<file path="config.mk">
export PLATFORM = sky130hd
export DESIGN_NAME = fxp8s_stream_accum
export DESIGN_NICKNAME = d
export VERILOG_FILES = /design/src/rtl/fxp8s_stream_accum.sv
export SDC_FILE = /design/constraint.sdc
export NUM_CORES = 1
export LEC_CHECK = 0
export ABC_AREA = 1
export CORE_ASPECT_RATIO = 1.25
export CORE_MARGIN = 5
export CORE_UTILIZATION = 45
export DETAILED_ROUTE_END_ITERATION = 6
export GPL_TIMING_DRIVEN = 0
export MAX_ROUTING_LAYER = met4
export PLACE_DENSITY_LB_ADDON = 0.1
export SYNTH_ARGS = -nofsm -noshare
export SYNTH_HDL_FRONTEND = slang
export SYNTH_SLANG_ARGS = --single-unit
</file>
<file path="constraint.sdc">
create_clock -name clk -period 9.5 [get_ports clk]
set_clock_uncertainty 0.15 [all_clocks]
set_input_delay 2.85 -clock clk [delete_from_list [all_inputs] [get_ports clk]]
set_output_delay 2.85 -clock clk [all_outputs]
set_load 0.01 [all_outputs]
</file>
<file path="src/rtl/fxp8s_stream_accum.sv">
// rtl/fxp8s_stream_accum.sv - burst accumulator for fxp8s sign-magnitude samples with saturated fxp8s result
module fxp8s_stream_accum #(
  parameter int ACC_W   = 16,
  parameter int MAX_LEN = 256,
  parameter int CNT_W   = 9
) (
  input  logic             clk,
  input  logic             rstn,
  input  logic             in_valid,
  output logic             in_ready,
  input  logic [7:0]       in_data,
  input  logic             in_last,
  output logic             out_valid,
  input  logic             out_ready,
  output logic [7:0]       out_data,
  output logic             out_sat,
  output logic [CNT_W-1:0] out_count
);

  typedef enum logic [1:0] {IDLE, ACCUM, HOLD} state_t;

  // Symmetric clamp limits, one bit wider than the accumulator so acc+x never wraps.
  localparam logic signed [ACC_W:0] SUM_MAX  = {2'b00, {(ACC_W-1){1'b1}}};
  localparam logic signed [ACC_W:0] SUM_MIN  = -SUM_MAX;
  localparam logic [CNT_W-1:0]      LEN_LAST = CNT_W'(MAX_LEN - 1);

  state_t                  state_q, state_d;
  logic signed [ACC_W-1:0] acc_q, acc_d;
  logic [CNT_W-1:0]        cnt_q, cnt_d;
  logic                    sat_q, sat_d;
  logic                    in_ready_q, in_ready_d;
  logic                    out_valid_q, out_valid_d;
  logic [7:0]              out_data_q, out_data_d;
  logic                    out_sat_q, out_sat_d;
  logic [CNT_W-1:0]        out_count_q, out_count_d;

  logic signed [ACC_W:0]   x_mag, x_val, sum_raw, sum_cl, sum_abs;
  logic                    clamp, sum_neg, big, accept, terminal;
  logic [7:0]              res_data;
  logic                    res_sat;

  // Datapath: sample conversion, clamped sum and fxp8s result encoding.
  always_comb begin
    x_mag   = {{(ACC_W-6){1'b0}}, in_data[6:0]};
    x_val   = in_data[7] ? -x_mag : x_mag;
    sum_raw = {acc_q[ACC_W-1], acc_q} + x_val;
    clamp   = 1'b0;
    sum_cl  = sum_raw;
    if (sum_raw > SUM_MAX) begin
      sum_cl = SUM_MAX;
      clamp  = 1'b1;
    end else if (sum_raw < SUM_MIN) begin
      sum_cl = SUM_MIN;
      clamp  = 1'b1;
    end
    sum_neg  = sum_cl[ACC_W];
    sum_abs  = sum_neg ? -sum_cl : sum_cl;
    big      = |sum_abs[ACC_W:7];
    res_data = big ? {sum_neg, 7'h7F} : {sum_neg, sum_abs[6:0]};
    res_sat  = big | sat_q | clamp;
    accept   = in_valid & in_ready_q;
    terminal = accept & (in_last | (cnt_q == LEN_LAST));
  end

  // Next-state logic: accumulate beats, register the result on the terminal beat, hold until taken.
  always_comb begin
    state_d     = state_q;
    acc_d       = acc_q;
    cnt_d       = cnt_q;
    sat_d       = sat_q;
    out_data_d  = out_data_q;
    out_sat_d   = out_sat_q;
    out_count_d = out_count_q;
    case (state_q)
      IDLE, ACCUM: begin
        if (terminal) begin
          out_data_d  = res_data;
          out_sat_d   = res_sat;
          out_count_d = cnt_q + 1'b1;
          acc_d       = '0;
          cnt_d       = '0;
          sat_d       = 1'b0;
          state_d     = HOLD;
        end else if (accept) begin
          acc_d   = sum_cl[ACC_W-1:0];
          cnt_d   = cnt_q + 1'b1;
          sat_d   = sat_q | clamp;
          state_d = ACCUM;
        end
      end
      HOLD: begin
        if (out_ready) state_d = IDLE;
      end
      default: state_d = IDLE;
    endcase
    in_ready_d  = (state_d != HOLD);
    out_valid_d = (state_d == HOLD);
  end

  // State and output registers; reset discards any partial burst.
  always_ff @(posedge clk or negedge rstn) begin
    if (!rstn) begin
      state_q     <= IDLE;
      acc_q       <= '0;
      cnt_q       <= '0;
      sat_q       <= 1'b0;
      in_ready_q  <= 1'b0;
      out_valid_q <= 1'b0;
      out_data_q  <= 8'h00;
      out_sat_q   <= 1'b0;
      out_count_q <= '0;
    end else begin
      state_q     <= state_d;
      acc_q       <= acc_d;
      cnt_q       <= cnt_d;
      sat_q       <= sat_d;
      in_ready_q  <= in_ready_d;
      out_valid_q <= out_valid_d;
      out_data_q  <= out_data_d;
      out_sat_q   <= out_sat_d;
      out_count_q <= out_count_d;
    end
  end

  assign in_ready  = in_ready_q;
  assign out_valid = out_valid_q;
  assign out_data  = out_data_q;
  assign out_sat   = out_sat_q;
  assign out_count = out_count_q;

endmodule

</file>
==> run summary <==
Worst Path Arrival: 8530 ps
Worst Setup Start Kind: input port
Syn_nets: 617
Yosys top cell by area: dfrtp_1
Clock Path Buffers: 2
Rel. slew slack: 0.488
Pins over their slew limit: 0
Storage cell area: 1200 um2
Number of synthesized register bits: 48
Top cell type's share of synthesized area: 0.302
Number of CTS-inserted buffers: 5
Routed Antenna Nets: 0
Final worst slack: 1030 ps
Die area: 10,800 um2
Final period util: 0.891
Initial Util: 0.460
R2R Path End: out_data[1]$_DFFE_PN0P_
Syn Area/Cell: 6.85 um2
DRC Markers: 0
R2R Setup Slk: 4390 ps
RSZ-0062 raised after global routing: no
Crit path kind: input port to register
Setup crit end: out_data[1]$_DFFE_PN0P_
Worst r2r path cells: 32
Placed insts: 733
Worst-path fanout max: 10
DR pass1 iterations: 5
Hpwl dp: 8740 um
Number of enable flip-flop cells after synthesis: 0
Cell mode on critical path: nand2_1
Bufs and invs on worst path: 8
Grt ovf: 0
Hold WS: 339 ps
CTS tree: built
Pleak: 2.38 nW
Clock latency on the worst-skew pair: 310 ps
Post-CTS setup buffers: 0
Setup_tns: 0 ps
Most frequent cells after synthesis: nand2_1, inv_1, dfrtp_1
Multi-input logic area: 2390 um2
GPL Wtd Cong: 0.900
Cell Area, Placed: 4450 um2
Layout cells sized above 1: 0.106
F_max: 118 MHz
Final setup violating endpoints: 0
Min-delay src: out_count[2]$_DFFE_PN0P_
Total GRT Usage: 0.218
Crit path max-delay family: simple AND/OR/NAND/NOR gates
Tmin final: 8470 ps
Async SR Flop Fraction: 1.00
Via density: 4.97
IO buf count: 31
Post-synth cell types: 46
Pwr per Cell Area: 377 nW/um2
WL/cell: 14.4 um
Core area: 8650 um2
CTS resizes: 0
Initial antenna violation count: 0
Worst r2r src: acc_q[0]$_DFFE_PN0P_
Crit path depth: 38
Worst Tran Pin Value: 765 ps
H-tree Lvls: 2
Worst stage delay on the critical path: 490 ps
Crit. End Element: register
Ys Warns: 0
Pre-CTS setup slack: 702 ps
Via Count: 3,685
Main synth FF type: dfrtp_1
Layout Cells excl Fill: 741
Clk sinks: 48
Num rows: 38
Area Growth Syn to Fin: 14.4%
VDD IR-drop max: 158 uV
IO Pins: 33
Worst hold path class: register to register
Critical Path Start: in_data[0]
Tot Pwr: 1.72 mW
Final Hold Vio Count: 0
Antenna fix cells: 0
Most numerous cell in the Yosys netlist: nand2_1
Die Y: 115 um
Req. time, crit path: 9560 ps
Max cap viols: 0
Fill cells: 911
Post-Syn Instances: 581
Register area share after synthesis: 0.302
Clk slew on worst S/H paths: 90 ps
Die W: 94.1 um
CP max-delay cell: clkdlybuf4s50_1
Largest net degree at the start of global routing: 36
Status: finished clean
DR iter-0 viols: 164
Most area-consuming cells after synthesis: dfrtp_1, nand2_1, inv_1
Post-CTS Hold Fix Bufs: 0
Number of global-route vias before repair: 3,868
Routed wire length: 10,700 um
Post-route cell area: 4550 um2
Synthesized area: 3980 um2
First-pass GRT wire length: 18,200 um
Final net count: 656
CTS Root Cell: clkbuf_8
Final core occ: 0.526
==> worst register-to-register path, delay by kind of cell (launching register included) <==
kind                     cells  cell delay, ps
adder cells (fa/ha/maj)      4            1230
XOR/XNOR                     1             220
buffers and inverters        6             770
flip-flops                   1             390
AND/OR/NAND/NOR             20            1980
AO/OA/AOI/OAI                1             290
==> sequential cells by signal (all words and copies together), names as in the netlist <==
register   cells
out_data       8
out_count      9
cnt_q          9
out_valid      1
out_sat        1
state_q        2
in_ready       1
acc_q         16
sat_q          1
==> report_power, final <==
part | switching [mW] | internal [mW]
clock network | 0.0702 | 0.0596
registers | 0.0373 | 0.253
logic | 0.864 | 0.433
total | 0.971 | 0.746
==> cell families (layout without fill, tap and decap cells) <==
| group | count (synthesis) | in the layout | share of synthesized area |
|---|---|---|---|
| simple gates | 327 | 327 | 0.385 |
| compound gates | 68 | 68 | 0.104 |
| buf+inv | 98 | 138 | 0.0981 |
| flops | 48 | 48 | 0.302 |
| xor+xnor | 17 | 17 | 0.0374 |
| fa+ha+maj | 23 | 23 | 0.0742 |
==> cell usage in the layout (no fill, tap or decap), types with 3 or more instances in the layout <==
cell type / n
nand3b_1: 5
dfrtp_1: 48
xor2_1: 15
a21oi_1: 16
nor2_2: 4
clkbuf_1: 8
nand4_1: 4
or2_2: 9
o22ai_1: 5
nand2_2: 15
nand3_1: 47
buf_6: 3
nand2_1: 176
clkbuf_8: 6
a21oi_2: 3
ha_1: 22
and3_1: 3
nor3_1: 5
nand3_2: 3
inv_2: 4
inv_1: 82
nor2_4: 7
o21ai_0: 28
clkdlybuf4s50_1: 30
nor2_1: 41
==> cell type report <==
type / instances / area share
buffer: 11 / 0.0140
inverter: 87 / 0.0718
clock inverter: 2 / 0.00302
timing repair buffer: 32 / 0.0715
tap: 120 / 0.0330
clock buffer: 6 / 0.0181
multi-input combinational: 435 / 0.525
sequential: 48 / 0.264
==> layer usage <==
layer | GRT usage | vias up | share of wire
met3 | 0.0190 | 18 | 0.018
met4 | 0.0867 | 0 | 0.029
li1 | - | 1926 | -
met2 | 0.403 | 52 | 0.52
met5 | - | - | 0
met1 | 0.239 | 1689 | 0.43
==> how the worst min path moves through the flow <==
stage,endpoint,slack [ps],cells after the start
2_1_floorplan,acc_q[4]$_DFFE_PN0P_,310,2
3_3_place_gp,out_count[2]$_DFFE_PN0P_,310,2
3_5_place_dp,out_count[2]$_DFFE_PN0P_,320,2
4_1_cts,out_count[2]$_DFFE_PN0P_,350,2
5_1_grt,acc_q[3]$_DFFE_PN0P_,380,2
6_report,out_count[2]$_DFFE_PN0P_,340,2
No activity file was read; power rests on OpenSTA's default activity.
